**src/rtl/ttt_pkg.sv**
```systemverilog
// ttt_pkg: shared types, constants and small coordinate helpers for the
// tic-tac-toe move controller and its button front end.
package ttt_pkg;

   typedef logic [1:0] player_t;
   typedef logic [1:0] coord_t;

   localparam player_t PLAYER0 = 2'd0;
   localparam player_t PLAYER1 = 2'd1;
   localparam player_t EMPTY   = 2'd3;
   localparam int      BOARD_N = 3;

   typedef enum logic [1:0] {
      IDLE   = 2'd0,
      ISSUE  = 2'd1,
      SETTLE = 2'd2,
      DONE   = 2'd3
   } ctrl_state_t;

   // Linear cell number y*3+x used to index the occupancy map.
   function automatic logic [3:0] cell_idx(input coord_t x, input coord_t y);
      return ({2'b00, y} * 4'(BOARD_N)) + {2'b00, x};
   endfunction

   // Step a coordinate forward, wrapping 2 -> 0.
   function automatic coord_t coord_inc(input coord_t c);
      return (c == coord_t'(BOARD_N - 1)) ? 2'd0 : c + 2'd1;
   endfunction

   // Step a coordinate backward, wrapping 0 -> 2.
   function automatic coord_t coord_dec(input coord_t c);
      return (c == 2'd0) ? coord_t'(BOARD_N - 1) : c - 2'd1;
   endfunction

endpackage

```
**src/rtl/ttt_btn_edge.sv**
```systemverilog
// ttt_btn_edge: one button input. Optional debounce filter (enabled with
// the TTT_DEBOUNCE_EN macro) followed by a rising-edge detector that yields
// a single-cycle press per button press, never auto-repeating.
module ttt_btn_edge
   import ttt_pkg::*;
#(
   parameter int DEBOUNCE_CYCLES = 16
) (
   input  logic clk,
   input  logic reset_n,
   input  logic btn,
   output logic press
);

   logic level;
   logic prev;

`ifdef TTT_DEBOUNCE_EN
   localparam int CW = $clog2(DEBOUNCE_CYCLES + 1);

   logic          filt;
   logic [CW-1:0] cnt;

   // Filtered level follows the raw level only after DEBOUNCE_CYCLES consecutive disagreeing cycles.
   always_ff @(posedge clk) begin
      if (!reset_n) begin
         filt <= 1'b1;
         cnt  <= '0;
      end else if (btn == filt) begin
         cnt  <= '0;
      end else if (cnt == CW'(DEBOUNCE_CYCLES - 1)) begin
         filt <= btn;
         cnt  <= '0;
      end else begin
         cnt  <= cnt + 1'b1;
      end
   end

   assign level = filt;
`else
   localparam int unused_debounce = DEBOUNCE_CYCLES;

   assign level = btn;
`endif

   // History starts at 1 so a button held through reset never produces a press.
   always_ff @(posedge clk) begin
      if (!reset_n) prev <= 1'b1;
      else          prev <= level;
   end

   assign press = level & ~prev;

endmodule

```
**src/rtl/ttt_move_ctrl.sv**
```systemverilog
// ttt_move_ctrl: button-driven cursor and move issuer in front of the
// tic-tac-toe core. Only legal moves reach the core (free cell, alternating
// player); game end is tracked from stop_game/winner and a new-game button
// restarts both this block and the core. Build with TTT_DEBOUNCE_EN to
// debounce the six button inputs.
//
// Move handshake: enable is a one-cycle strobe with no back-pressure from the
// core; data_in_x, data_in_y and player are valid exactly while enable=1 and
// the core must capture them on that cycle's rising edge.
module ttt_move_ctrl
   import ttt_pkg::*;
#(
   parameter int DEBOUNCE_CYCLES = 16,
   parameter int FIRST_PLAYER    = 0
) (
   input  logic       clk,
   input  logic       reset_n,
   input  logic       btn_up,
   input  logic       btn_down,
   input  logic       btn_left,
   input  logic       btn_right,
   input  logic       btn_sel,
   input  logic       btn_new,
   input  logic       stop_game,
   input  logic [1:0] winner,
   output logic       enable,
   output logic [1:0] data_in_x,
   output logic [1:0] data_in_y,
   output logic [1:0] player,
   output logic       game_rst,
   output logic [1:0] cursor_x,
   output logic [1:0] cursor_y,
   output logic       move_rej,
   output logic       game_over,
   output logic [1:0] last_winner
);

   localparam player_t FIRST_P = (FIRST_PLAYER == 1) ? PLAYER1 : PLAYER0;

   localparam int B_UP    = 0;
   localparam int B_DOWN  = 1;
   localparam int B_LEFT  = 2;
   localparam int B_RIGHT = 3;
   localparam int B_SEL   = 4;
   localparam int B_NEW   = 5;

   logic [5:0]  raw;
   logic [5:0]  press;

   ctrl_state_t state;
   ctrl_state_t state_nx;
   coord_t      cur_x, cur_y;
   coord_t      lat_x, lat_y;
   player_t     next_player;
   player_t     win_q;
   logic [8:0]  occ;
   logic        rej_q;
   logic        rst_q;

   logic        new_p;
   logic        sel_idle;
   logic        cell_busy;
   logic        accept;

   assign raw = {btn_new, btn_sel, btn_right, btn_left, btn_down, btn_up};

   for (genvar i = 0; i < 6; i++) begin : g_btn
      ttt_btn_edge #(
         .DEBOUNCE_CYCLES(DEBOUNCE_CYCLES)
      ) u_btn (
         .clk     (clk),
         .reset_n (reset_n),
         .btn     (raw[i]),
         .press   (press[i])
      );
   end

   // New game overrides everything; a select only counts in IDLE.
   assign new_p     = press[B_NEW];
   assign sel_idle  = press[B_SEL] & ~new_p & (state == IDLE);
   assign cell_busy = occ[cell_idx(cur_x, cur_y)];
   assign accept    = sel_idle & ~cell_busy;

   // Cursor: one direction per cycle, up > down > left > right, wrapping mod 3.
   always_ff @(posedge clk) begin
      if (!reset_n) begin
         cur_x <= 2'd0;
         cur_y <= 2'd0;
      end else if (press[B_UP]) begin
         cur_y <= coord_dec(cur_y);
      end else if (press[B_DOWN]) begin
         cur_y <= coord_inc(cur_y);
      end else if (press[B_LEFT]) begin
         cur_x <= coord_dec(cur_x);
      end else if (press[B_RIGHT]) begin
         cur_x <= coord_inc(cur_x);
      end
   end

   // State register.
   always_ff @(posedge clk) begin
      if (!reset_n) state <= IDLE;
      else          state <= state_nx;
   end

   // Next state: ISSUE and SETTLE are single cycles; SETTLE samples the core's verdict.
   always_comb begin
      state_nx = state;
      if (new_p) begin
         state_nx = IDLE;
      end else begin
         case (state)
            IDLE:    if (accept) state_nx = ISSUE;
            ISSUE:   state_nx = SETTLE;
            SETTLE:  state_nx = stop_game ? DONE : IDLE;
            DONE:    state_nx = DONE;
            default: state_nx = IDLE;
         endcase
      end
   end

   // State-decoded outputs.
   always_comb begin
      enable    = (state == ISSUE);
      game_over = (state == DONE);
   end

   // Game data: latched move, occupancy, whose turn, latched winner.
   always_ff @(posedge clk) begin
      if (!reset_n) begin
         lat_x       <= 2'd0;
         lat_y       <= 2'd0;
         occ         <= '0;
         next_player <= FIRST_P;
         win_q       <= EMPTY;
      end else if (new_p) begin
         occ         <= '0;
         next_player <= FIRST_P;
         win_q       <= EMPTY;
      end else begin
         if (accept) begin
            lat_x <= cur_x;
            lat_y <= cur_y;
         end
         if (state == ISSUE) begin
            occ[cell_idx(lat_x, lat_y)] <= 1'b1;
            next_player <= (next_player == PLAYER0) ? PLAYER1 : PLAYER0;
         end
         if ((state == SETTLE) && stop_game) begin
            win_q <= winner;
         end
      end
   end

   // One-cycle pulses: reject on an occupied cell, core restart on reset or new game.
   always_ff @(posedge clk) begin
      if (!reset_n) begin
         rej_q <= 1'b0;
         rst_q <= 1'b1;
      end else begin
         rej_q <= sel_idle & cell_busy;
         rst_q <= new_p;
      end
   end

   assign data_in_x   = lat_x;
   assign data_in_y   = lat_y;
   assign player      = next_player;
   assign game_rst    = rst_q;
   assign move_rej    = rej_q;
   assign cursor_x    = cur_x;
   assign cursor_y    = cur_y;
   assign last_winner = win_q;

endmodule

```
**config.mk**
```make
export PLATFORM = sky130hd
export DESIGN_NAME = ttt_move_ctrl
export DESIGN_NICKNAME = d
export VERILOG_FILES = /design/src/rtl/ttt_pkg.sv /design/src/rtl/ttt_btn_edge.sv /design/src/rtl/ttt_move_ctrl.sv
export SDC_FILE = /design/constraint.sdc
export NUM_CORES = 1
export LEC_CHECK = 0
export CAP_MARGIN = 20
export CELL_PAD_IN_SITES_DETAIL_PLACEMENT = 0
export CELL_PAD_IN_SITES_GLOBAL_PLACEMENT = 1
export CORE_UTILIZATION = 38
export CTS_CLUSTER_DIAMETER = 60
export DETAILED_ROUTE_END_ITERATION = 6
export PLACE_DENSITY_LB_ADDON = 0.15
export SLEW_MARGIN = 20
export SYNTH_ARGS = -nofsm -noshare
export SYNTH_HDL_FRONTEND = slang
export SYNTH_SLANG_ARGS = --single-unit
```
**constraint.sdc**
```tcl
create_clock -name clk -period 3.05 [get_ports clk]
set_input_delay 0.7625 -clock clk [delete_from_list [all_inputs] [get_ports clk]]
set_output_delay 0.7625 -clock clk [all_outputs]
set_load 0.05 [all_outputs]
```
After elaboration in Yosys (flattened, before gate mapping)
Cells that the tools add are included.
{"block": "word_totals", "regBits": 31, "out_inout_bits": 16}
{"block": "op_classes", "add_sub_neg": 6, "mul": 2, "magnitude_cmp": 3, "eq_ne": 6, "n_mux": 16, "bitwise": 22, "n_reduce_logical": 11}
{"cell": "$mux 2", "n": 10}
{"cell": "$not 1->1", "n": 11}
{"cell": "$and 1x1->1", "n": 10}
{"cell": "$lt 4x5->1 const B", "n": 2}
{"cell": "$or 9x9->9", "n": 1}
{"cell": "$add 4x2->4", "n": 2}
{"cell": "$eq 2x2->1 const B", "n": 4}
{"cell": "$logic_not 2->1", "n": 4}
{"cell": "$mul 2x2->4 const B", "n": 2}
{"cell": "$pmux 2 s4", "n": 1}
{"cell": "$add 2x1->2 const B", "n": 2}
{"cell": "$bmux 1 s4", "n": 1}
{"cell": "$demux 1 s4", "n": 1}
{"cell": "$ge 4x1->1 const B", "n": 1}
{"cell": "$reduce_bool 2->1", "n": 2}
{"cell": "$sub 2x1->2 const B", "n": 2}
{"cell": "$mux 1", "n": 3}
{"cell": "$reduce_and 3->1", "n": 1}
{"cell": "$eq 2x1->1 const B", "n": 1}
{"cell": "$logic_and 1x1->1", "n": 2}
{"cell": "$ne 2x2->1 const B", "n": 1}
{"cell": "$reduce_and 2->1", "n": 1}
{"cell": "$reduce_or 2->1", "n": 1}

Longest topological paths before layout
Gate-level depths: netlist of the first run.
{"block": "depth", "word_depth": 8, "ltp_mapped": 9, "depth_no_buf": 8}

Modules after synthesis
Synthesis of the first run repeated with hierarchy kept, for this count alone.
{"block": "hier_totals", "hier_cells": 152, "area_unflattened_um2": 1511.4}
{"mod": "ttt_move_ctrl", "instances": 1, "cells_each": 134, "area_each_um2": 1271.2}
{"mod": "ttt_btn_edge", "instances": 6, "cells_each": 3, "area_each_um2": 40.0}

Worst setup path after synthesis of the first run
Ideal clock, no wire load.
{"block": "synth_timing", "path_kind": "register -> register", "startpoint": "register cur_y[1] (netlist: cursor_y[1])", "endpoint": "register lat_y[1] (netlist: data_in_y[1])", "setup_ns": 0.072, "arrival_time_ns": 2.950, "required_ns": 2.978, "slack_ns": 0.028, "path_stages_with_launch": 10, "path_buffers": 1, "path_cell_list": "dfxtp_1 -> fa_1 -> ha_1 -> fa_1 -> mux4_2 -> nand2b_1 -> a31oi_1 -> and2b_1 -> buf_6 -> mux2i_1"}
{"block": "synth_between", "elab_chain_cells": 7}
{"item": "from (decl)", "line": "ttt_move_ctrl.sv:52", "rtl": "coord_t cur_x, cur_y;"}
{"item": "from (signal assigned)", "line": "ttt_move_ctrl.sv:90", "rtl": "cur_y <= coord_dec(cur_y);"}
{"item": "from (signal assigned)", "line": "ttt_move_ctrl.sv:92", "rtl": "cur_y <= coord_inc(cur_y);"}
{"item": "$mul 2x2->4", "line": "ttt_pkg.sv:22", "rtl": "return ({2'b00, y} * 4'(BOARD_N)) + {2'b00, x};"}
{"item": "$add 4x2->4", "line": "ttt_pkg.sv:22"}
{"item": "$bmux 1 s4", "line": "ttt_move_ctrl.sv:81", "rtl": "assign cell_busy = occ[cell_idx(cur_x, cur_y)];"}
{"item": "$mux 1 (not written as such)", "line": "ttt_move_ctrl.sv:81"}
{"item": "$not 1->1", "line": "ttt_move_ctrl.sv:82", "rtl": "assign accept = sel_idle & ~cell_busy;"}
{"item": "$and 1x1->1", "line": "ttt_move_ctrl.sv:82"}
{"item": "$reduce_and 2->1 (no line)"}
{"item": "to (signal assigned)", "line": "ttt_move_ctrl.sv:143", "rtl": "lat_y <= cur_y;"}
{"item": "to (decl)", "line": "ttt_move_ctrl.sv:53", "rtl": "coord_t lat_x, lat_y;"}
Parallel ways exist; a longest one is shown, timed or not. The select of a mux whose other input is x is not followed.
A chain may end at the register's enable or synchronous reset.

Final worst setup path of the first run
{"block": "layout_timing", "startpoint": "register cur_x[1] (netlist: cursor_x[1])", "endpoint": "register lat_x[1] (netlist: data_in_x[1])"}
{"block": "layout_between", "elab_chain_cells": 6}
{"item": "from (decl)", "line": "ttt_move_ctrl.sv:52"}
{"item": "from (signal assigned)", "line": "ttt_move_ctrl.sv:94", "rtl": "cur_x <= coord_dec(cur_x);"}
{"item": "from (signal assigned)", "line": "ttt_move_ctrl.sv:96", "rtl": "cur_x <= coord_inc(cur_x);"}
{"item": "$add 4x2->4", "line": "ttt_pkg.sv:22"}
{"item": "$bmux 1 s4", "line": "ttt_move_ctrl.sv:81"}
{"item": "$mux 1 (not written as such)", "line": "ttt_move_ctrl.sv:81"}
{"item": "$not 1->1", "line": "ttt_move_ctrl.sv:82"}
{"item": "$and 1x1->1", "line": "ttt_move_ctrl.sv:82"}
{"item": "$reduce_and 2->1 (no line)"}
{"item": "to (signal assigned)", "line": "ttt_move_ctrl.sv:142", "rtl": "lat_x <= cur_x;"}
{"item": "to (decl)", "line": "ttt_move_ctrl.sv:53"}
Parallel ways exist; a longest one is shown, timed or not. The select of a mux whose other input is x is not followed.

==> results of run 1 <==
==> final timing paths <==
check / to / cells past startpoint / startpoint
worst max-delay path: data_in_x[1] / 8 / cursor_x[1]
worst min register to register: occ[4] / 2 / occ[4]
worst max register to register: data_in_x[1] / 8 / cursor_x[1]
worst min-delay path: occ[4] / 2 / occ[4]
==> kinds of logic after synthesis <==
kind of cell | Yosys count | share of synthesized area (%)
other | 1 | 0.264
XOR/XNOR | 1 | 0.617
flip-flops | 30 | 42.3
AND/OR/NAND/NOR | 59 | 20.5
multiplexers | 8 | 6.53
AO/OA/AOI/OAI | 24 | 11.0
adder cells (fa/ha/maj) | 14 | 14.5
buffers and inverters | 13 | 4.23
==> flip-flops by register name, summed over array words and instances (netlist names) <==
register and count:
cursor_x 2, data_in_x 2, cursor_y 2, occ 9
state 2, g_btn.u_btn.prev 6, last_winner 2, move_rej 1
player 1, data_in_y 2, game_rst 1
==> repair_timing <==
| item | CTS | global route |
|---|---|---|
| hold buffers | 0 | 0 |
| hold endpoints to repair | 0 | 0 |
| gates resized for setup | 0 | 4 |
| endpoints found under the setup margin | 0 | 5 |
==> area by class of cell <==
cell class              count  area share [%]
flip-flops and latches     30            33.8
multi-input cells         107            42.5
inverters                   8            1.68
clock buffers               7            4.27
repair buffers             26            14.4
well taps                  46            3.22
==> metrics by stage <==
stage | power, mW | instances | hold WS, ns
final | 0.842 | 224 | 0.469
after detailed placement | 0.561 | 217 | 0.462
after global routing | 0.892 | 224 | 0.491
after global placement | 0.556 | 217 | 0.456
after floorplan | 0.518 | 150 | 0.430
after CTS | 0.856 | 224 | 0.476
==> power groups by stage <==
stage | Combinational (mW) | Sequential, mW | Clock, mW
detailed placement | 0.136 | 0.425 | 0
global route | 0.150 | 0.419 | 0.323
CTS | 0.136 | 0.416 | 0.303
floorplan | 0.0725 | 0.445 | 0
finish | 0.135 | 0.417 | 0.290
global placement | 0.132 | 0.424 | 0
==> worst max-delay path: stages (launching register included) <==
cell      delay [ns]
dfxtp_2         0.35
fa_1            0.49
ha_1            0.23
fa_1            0.56
mux4_2          0.31
nand2b_1        0.15
a31oi_1         0.19
and2b_2         0.26
mux2i_1         0.21
==> routing by layer <==
metal | vias to the layer above | GRT usage [%]
li1 | 555 | -
met1 | 521 | 20.0
met2 | 22 | 25.1
met3 | 5 | 5.25
met4 | 0 | 7.85
met5 | - | 0
==> synth_stat cells <==
cell	instances	area share [%]
fa_1	4	5.6
mux2i_1	7	4.9
o21ai_0	2	0.71
mux4_2	1	1.6
o21a_1	2	1.1
a221oi_1	1	0.62
ha_1	10	8.8
o211ai_1	2	1.1
xnor2_1	1	0.62
nand3b_1	1	0.53
buf_6	1	0.79
nand2_1	16	4.2
clkbuf_1	3	0.79
nor2b_1	2	0.88
nor2_1	18	4.8
buf_4	1	0.53
and2_1	3	1.3
conb_1	1	0.26
nor3b_1	1	0.53
dfxtp_1	30	42
nor3_1	1	0.35
nand3_1	2	0.71
nor4b_1	1	0.62
a31oi_1	6	2.6
and4b_2	1	0.79
and2b_1	1	0.53
a21oi_1	8	2.8
nand2b_1	12	5.3
inv_1	8	2.1
o211a_1	3	2.1
==> reports/qor_table.md, run 1 <==
| Item | Reported |
| --- | --- |
| Status | complete, no violations |
| Setup bufs post-CTS | 0 |
| Top library cells by usage in the layout, fill and taps aside | dfxtp_1, clkdlybuf4s50_1, nor2_1 |
| F_max | 0.354 GHz |
| Cell area reported after detailed placement | 1700 um^2 |
| Number of optimization iterations in the first detailed-route pass | 4 |
| Power density over the cells | 472 nW/um^2 |
| Detailed router's first-iteration violation count | 48 |
| Number of warning messages in the yosys log | 0 |
| Final Skew | 0.00336 ns |
| Initial cell density of the core | 40.9% |
| Synthesized area divided by synthesized cell count | 9.46 um^2 |
| Number of diodes | 0 |
| Total vias in the final route | 1103 |
| Switching Share | 26.4% |
| Row Count | 21 |
| Hold WC Path Type | register to register |
| Combinational fraction of design power | 16.1% |
| Area growth syn-to-layout | 25.8% |
| Number of ports placed on the die boundary | 27 |
| Antenna-violating nets left | 0 |
| Most common library cell in the layout ignoring fill and taps | dfxtp_1 |
| Horiz. Die Dim | 63.1 um |
| Clock Sink Count | 30 |
| Area of combinational cells with multiple inputs | 759 um^2 |
| FF-to-FF setup slack | 0.23 ns |
| Die boundary height | 63.1 um |
| Register Area | 604 um^2 |
| Total negative slack for setup checks | 0 ns |
| Number of buffers between clock root and the deepest sink | 2 |
| Hpwl dp | 2140 um |
| Setup WS post-layout | 0.225 ns |
| Slew HR | 65.5% |
| Clock transition at path regs | 0.06 ns |
| Leakage power | 0.750 nW |
| Kind of critical path | register to register |
| Cell chosen for the clock root | clkbuf_8 |
| Detail Route met3 WL | 110 um |
| Final design area excluding fillers | 1790 um^2 |
| Maximum VDD drop | 0.000242 V |
| Maximum number of pins on one net before global-route repair | 21 |
| Wirelength per Cell | 12.6 um |
| Peak fanout along the critical path | 6 |
| Average via count per standard cell | 4.92 |
| Routability cong. | 0.761 |
| DRC errors left | 0 |
| WP data arrival | 3.02 ns |
| Met2 routed WL | 1320 um |
| Setup-violating endpoint count in the final report | 0 |
| Internal Power | 0.620 mW |
| Nets | 203 |
| Share of synthesized area occupied by flip-flops and latches | 42.3% |
| Share of power burned in registers | 49.5% |
| Max-cap viol count | 0 |
| Number of global-route vias before repair | 1071 |
| Detailed Route WL | 2810 um |
| Synthesized netlist net count | 175 |
| H-tree levels | 2 |
| Setup repair after global routing missed its margin | no |
| Port Buf Inserts | 25 |
| Pre-CTS worst setup slack | 0.0581 ns |
| Total of flip-flops plus latches after synthesis | 30 |
| Fill cell total of the finished layout | 339 |
| Share of layout cells above drive strength 1 | 6.74% |
| Transition at the pin with the smallest max-transition slack | 0.516 ns |
| Cells after synthesis | 150 |
| Max-slew violations | 0 |
| Routed length on met1 | 1320 um |
| First-pass GRT wire length | 4900 um |
| Clock network fraction of design power | 34.4% |
| Core ar. | 3470 um^2 |
| Share of the core filled with cells | 51.5% |
| Total Die Area | 3980 um^2 |
| Capturing element type of the critical path | register |
| GR Util All Layers | 16.2% |
| Post-synth cell types | 30 |
| Worst Path Required | 3.25 ns |
| Net Sw Power | 0.222 mW |
| Number of antenna violations at the first check in global routing | 0 |
| TritonCTS clock tree | built |
| Cell area after technology mapping | 1420 um^2 |
| Startpoint Class | register |
| Fin crit period | 2.82 ns |
| Ratio of final minimum period to clock period | 92.6% |
| Highest metal layer with signal wires | met4 |
| Inserted Clock Buffers | 5 |
| Count of final hold-check violations | 0 |
| Final global-route overflow total | 0 |
| Clk Latency, worst-skew pair | 0.27 ns |
Power figures use the tool's default switching activity.
==> inputs of run 2 (changes only) <==
--- a/config.mk
+++ b/config.mk
@@ -12,7 +12,7 @@
 export CTS_CLUSTER_DIAMETER = 60
 export DETAILED_ROUTE_END_ITERATION = 6
 export PLACE_DENSITY_LB_ADDON = 0.15
-export SLEW_MARGIN = 20
+export SLEW_MARGIN = 15
 export SYNTH_ARGS = -nofsm -noshare
 export SYNTH_HDL_FRONTEND = slang
 export SYNTH_SLANG_ARGS = --single-unit
==> results of run 2 <==
No change in the layout: final DEF, timing and power equal those of run 1.
